===== src/rtl/aesl_deadlock_report_arbiter.sv =====
// Debounces per-monitor deadlock block flags and round-robin arbitrates confirmed
// deadlocks into a single valid/ready report stream with info and cycle stamp.
module aesl_deadlock_report_arbiter #(
  parameter int unsigned NUM_MON = 4,
  parameter int unsigned INFO_W  = 4,
  parameter int unsigned THRESH  = 16,
  parameter int unsigned IDX_W   = 2
) (
  input  logic                      clock,
  input  logic                      reset,
  input  logic [NUM_MON-1:0]        mon_block,
  input  logic [NUM_MON*INFO_W-1:0] mon_info,
  output logic [NUM_MON-1:0]        confirmed,
  output logic                      deadlock,
  output logic                      rpt_valid,
  input  logic                      rpt_ready,
  output logic [IDX_W-1:0]          rpt_idx,
  output logic [INFO_W-1:0]         rpt_info,
  output logic [31:0]               rpt_cycle,
  output logic                      busy
);

  localparam int unsigned CntW = $clog2(THRESH + 1);
  typedef logic [CntW-1:0] cnt_t;
  localparam cnt_t Thresh   = cnt_t'(THRESH);
  localparam cnt_t ThreshM1 = cnt_t'(THRESH - 1);

  typedef enum logic {StIdle, StReport} state_e;

  state_e             state_q, state_d;
  logic [31:0]        cyc_q;
  cnt_t               cnt_q [NUM_MON];
  cnt_t               cnt_d [NUM_MON];
  logic [NUM_MON-1:0] confirmed_q, confirmed_d;
  logic [NUM_MON-1:0] reported_q, reported_d;
  logic [NUM_MON-1:0] eligible;
  logic [IDX_W-1:0]   last_grant_q, last_grant_d;
  logic [IDX_W-1:0]   rpt_idx_q, rpt_idx_d;
  logic [INFO_W-1:0]  rpt_info_q, rpt_info_d;
  logic [31:0]        rpt_cycle_q, rpt_cycle_d;
  logic [IDX_W-1:0]   grant_idx, cand;
  logic               grant_found;
  logic               handshake;
  logic [INFO_W-1:0]  info_arr [NUM_MON];

  for (genvar g = 0; g < NUM_MON; g++) begin : g_info
    assign info_arr[g] = mon_info[g*INFO_W +: INFO_W];
  end

  assign handshake = (state_q == StReport) && rpt_ready;
  assign eligible  = confirmed_q & ~reported_q;

  // Debounce and reported-mask update; a low block flag clears everything for that monitor.
  always_comb begin
    for (int i = 0; i < NUM_MON; i++) begin
      cnt_d[i]       = '0;
      confirmed_d[i] = 1'b0;
      reported_d[i]  = 1'b0;
      if (mon_block[i]) begin
        cnt_d[i]       = (cnt_q[i] == Thresh) ? cnt_q[i] : cnt_q[i] + cnt_t'(1);
        confirmed_d[i] = (cnt_q[i] >= ThreshM1);
        reported_d[i]  = reported_q[i] | (handshake && (rpt_idx_q == IDX_W'(i)));
      end
    end
  end

  // Round-robin scan starting just after the last granted index.
  always_comb begin
    grant_found = 1'b0;
    grant_idx   = last_grant_q;
    cand        = last_grant_q;
    for (int k = 1; k <= int'(NUM_MON); k++) begin
      cand = IDX_W'((int'(last_grant_q) + k) % int'(NUM_MON));
      if (!grant_found && eligible[cand]) begin
        grant_found = 1'b1;
        grant_idx   = cand;
      end
    end
  end

  always_comb begin
    state_d      = state_q;
    last_grant_d = last_grant_q;
    rpt_idx_d    = rpt_idx_q;
    rpt_info_d   = rpt_info_q;
    rpt_cycle_d  = rpt_cycle_q;
    unique case (state_q)
      StIdle: begin
        if (grant_found) begin
          state_d      = StReport;
          last_grant_d = grant_idx;
          rpt_idx_d    = grant_idx;
          rpt_info_d   = info_arr[grant_idx];
          rpt_cycle_d  = cyc_q;
        end
      end
      StReport: begin
        if (rpt_ready) state_d = StIdle;
      end
      default: state_d = StIdle;
    endcase
  end

  always_ff @(posedge clock or posedge reset) begin
    if (reset) begin
      state_q      <= StIdle;
      cyc_q        <= '0;
      confirmed_q  <= '0;
      reported_q   <= '0;
      last_grant_q <= IDX_W'(NUM_MON - 1);
      rpt_idx_q    <= '0;
      rpt_info_q   <= '0;
      rpt_cycle_q  <= '0;
      for (int i = 0; i < NUM_MON; i++) cnt_q[i] <= '0;
    end else begin
      state_q      <= state_d;
      cyc_q        <= cyc_q + 32'd1;
      confirmed_q  <= confirmed_d;
      reported_q   <= reported_d;
      last_grant_q <= last_grant_d;
      rpt_idx_q    <= rpt_idx_d;
      rpt_info_q   <= rpt_info_d;
      rpt_cycle_q  <= rpt_cycle_d;
      for (int i = 0; i < NUM_MON; i++) cnt_q[i] <= cnt_d[i];
    end
  end

  assign confirmed = confirmed_q;
  assign deadlock  = |confirmed_q;
  assign rpt_valid = (state_q == StReport);
  assign busy      = (state_q != StIdle);
  assign rpt_idx   = rpt_idx_q;
  assign rpt_info  = rpt_info_q;
  assign rpt_cycle = rpt_cycle_q;

endmodule


===== config.mk =====
export PLATFORM = sky130hd
export DESIGN_NAME = aesl_deadlock_report_arbiter
export DESIGN_NICKNAME = d
export VERILOG_FILES = /design/src/rtl/aesl_deadlock_report_arbiter.sv
export SDC_FILE = /design/constraint.sdc
export NUM_CORES = 1
export LEC_CHECK = 0
export ABC_AREA = 1
export CAP_MARGIN = 10
export CORE_UTILIZATION = 55
export DETAILED_ROUTE_END_ITERATION = 10
export PLACE_DENSITY = 0.8
export SLEW_MARGIN = 5
export SYNTH_ARGS = -nofsm -noshare
export SYNTH_HDL_FRONTEND = slang
export SYNTH_SLANG_ARGS = --single-unit

===== constraint.sdc =====
create_clock -name clock -period 3.7 [get_ports clock]
set_input_delay 0.37 -clock clock [delete_from_list [all_inputs] [get_ports clock]]
set_output_delay 0.37 -clock clock [all_outputs]
set_load 0.05 [all_outputs]

==> flow_metrics.py <==
metrics = {
    "route": {
        "detail_route.vias_per_cell": 5.30,
        "drc": 0,
        "drtIter0Drc": 220,
        "wl_mm": 10.4,
        "vias": 3968,
        "final_antenna_net_count": 0,
        "first_pass_iters": 4,
        "wl_per_cell_um": 14.0,
    },
    "timing": {
        "final_max_slew_viol_count": 0,
        "layout_min_cycle_time_ns": 2.20,
        "worstMarginPinSlew_ns": 0.640,
        "slew_headroom": 0.573,
        "setup_viol": 0,
        "rsz0062_at_grt": "no",
        "min_period_over_period": 0.594,
        "hold_viol_final": 0,
        "fmax_mhz": 455,
        "finalSetupTns_ns": 0,
        "clock_skew_ns": 0.00723,
    },
    "clocking": {
        "htree_levels": 3,
        "clockBufferDepth": 2,
        "cts.hold.buffers_added": 0,
        "root_buffer": "clkbuf_8",
        "cts_sinks": 101,
        "cts_tree": "done",
        "cts_buffers": 9,
        "clkLatencyLatePin_ns": 0.36,
        "cts_resized": 0,
        "clk_pin_slew_ns": 0.10,
        "cts_setup_buffers": 0,
    },
    "die": {
        "die_h_um": 97.2,
        "die_w_um": 97.2,
        "design.core.area_um2": 8760,
        "row_count": 34,
        "initial_core_util": 0.569,
        "top_level_ports": 68,
        "dieArea_um2": 9450,
    },
    "yosys": {
        "ys_types": 33,
        "yosys_warnings": 0,
        "syn_area_um2": 4980,
        "ys.flop_type": "dfrtp_1",
        "synth_area_per_cell_um2": 8.82,
        "synth_top_cell_area_share": 0.497,
        "synth_area_leaders": "dfrtp_1 50%, nand2_1 10%, xor2_1 5.1%",
        "ys_ff_latch": 101,
        "synth_cells": 565,
        "synthArstFlopShare": 1.00,
        "synth-edff-count": 0,
        "synth_commonest_cells": "137 x nand2_1, 99 x dfrtp_1, 66 x inv_1",
        "synthesis.nets": 601,
        "synthMostInstantiatedCell": "nand2_1",
        "synth.largest_area_cell": "dfrtp_1",
        "yosysSeqAreaShare": 0.508,
    },
    "final_layout": {
        "fin_area_um2": 5910,
        "syn_to_final_growth_pct": 18.5,
        "layout-drive-gt1-share": 0.0828,
        "fillers": 696,
        "diodes": 0,
        "regArea_um2": 2530,
        "finish.utilization": 0.674,
        "layoutNonFillerInstCount": 748,
        "multi_input_area_um2": 2090,
        "nets": 671,
    },
    "power_and_ir_drop": {
        "p_leak_nw": 2.69,
        "p_per_area_nw_per_um2": 579,
        "peakVddDrop_mv": 0.323,
    },
    "grt": {
        "grt_pass1_wl_mm": 18.1,
        "grt_antenna_before_repair": 0,
        "grt_max_degree": 63,
        "grt-ovfl-total": 0,
        "grt_use_total": 0.237,
        "grt_pass1_vias": 3880,
    },
    "setup_path": {
        "cpLargestDelayFamily": "simple AND/OR/NAND/NOR gates",
        "path_cells": "inv_2 -> nand3_2 -> nand3_2 -> nand2_4 -> nand3_2 -> a21o_4 -> nand2_8 -> inv_4 -> nand3_1 -> o21ai_0",
        "worst-path-buf-inv": 2,
        "cp_slowest_cell": "dfstp_2",
        "worst_setup_path_end_kind": "flop",
        "crit_start": "last_grant_q[0]",
        "cp_common_cell": "nand3_2",
        "crit_path_max_fanout": 62,
        "regToRegStartpoint": "last_grant_q[0]",
        "crit_required_ns": 3.95,
        "cp.arrival_ns": 2.45,
        "worstSetupPathType": "reg -> reg",
        "critPathMaxStageDelay_ns": 0.65,
        "worst_setup_path_start_kind": "flop",
    },
    "placement": {
        "dp.cells": 732,
        "dpl.hpwl_mm": 7.76,
        "place_congestion": 0.903,
        "portBuffers": 67,
        "post_dp_cell_area_um2": 5720,
    },
    "worst_hold_path": {
        "worstHoldPathType": "in -> async",
    },
    "job": {
        "maxCapViolations": 0,
    },
    "outcome": {
        "status": "finished clean",
    },
}
==> cell type report <==
type                       instances  area share
inverter                          71      0.0460
tap                              108      0.0229
clock inverter                     6     0.00911
clock buffer                      10      0.0233
sequential                       101       0.428
timing repair buffer              69       0.116
multi-input combinational        383       0.355
==> sequential cells by signal, indices dropped and copies added, names as in the netlist <==
| signal | count |
|---|---|
| cyc_q | 32 |
| confirmed | 4 |
| reported_q | 4 |
| busy | 1 |
| cnt_q | 20 |
| last_grant_q | 2 |
| rpt_info | 4 |
| rpt_idx | 2 |
| rpt_cycle | 32 |
==> cells by family after synthesis <==
kind of cell / synth area share
simple gates: 0.281
flops: 0.508
buf+inv: 0.0723
compound gates: 0.0557
xor+xnor: 0.0510
fa+ha+maj: 0.0326
==> power breakdown <==
part           internal [mW]  switching (mW)
Sequential              1.22          0.0906
Combinational          0.416            1.01
Clock                  0.276           0.399
Total                   1.91            1.50
==> path summary, 6_finish.rpt <==
path	endpoint	slack [ns]	cells past startpoint
setup / recovery	rpt_idx[0]	1.50	10
hold / removal	cnt_q[6]	0.44	2
setup reg to reg	rpt_idx[0]	1.50	10
hold reg to reg	cyc_q[0]	0.48	1
max in group asynchronous	cyc_q[31]	2.47	3
min in group clock	cyc_q[0]	0.48	1
==> metal layers <==
metal  track usage  wire length [um]
met2         0.379              4990
met1         0.328              4810
met5             0                 0
met3        0.0475               487
met4        0.0735               150
==> layout by cell type (no fill, tap or decap), types with 7 or more instances in the layout <==
cell type / n
nand2_1: 137
clkdlybuf4s50_1: 67
clkbuf_8: 10
nand3_1: 50
inv_1: 65
nand3_2: 7
o21ai_0: 33
ha_1: 13
a21oi_1: 13
dfrtp_1: 99
nor2_1: 38
nor3_1: 9
xor2_1: 29
nand4_1: 16
==> per-stage QoR <==
step           total power [mW]  hold WS, ns  worst slack, ns
2_1_floorplan              2.49        0.434            0.686
3_3_place_gp               2.73        0.449             1.60
3_5_place_dp               2.76        0.471             1.51
4_1_cts                    3.43        0.458             1.50
5_1_grt                    3.63        0.487             1.33
6_report                   3.42        0.437             1.50
Power figures use the tool's default switching activity.
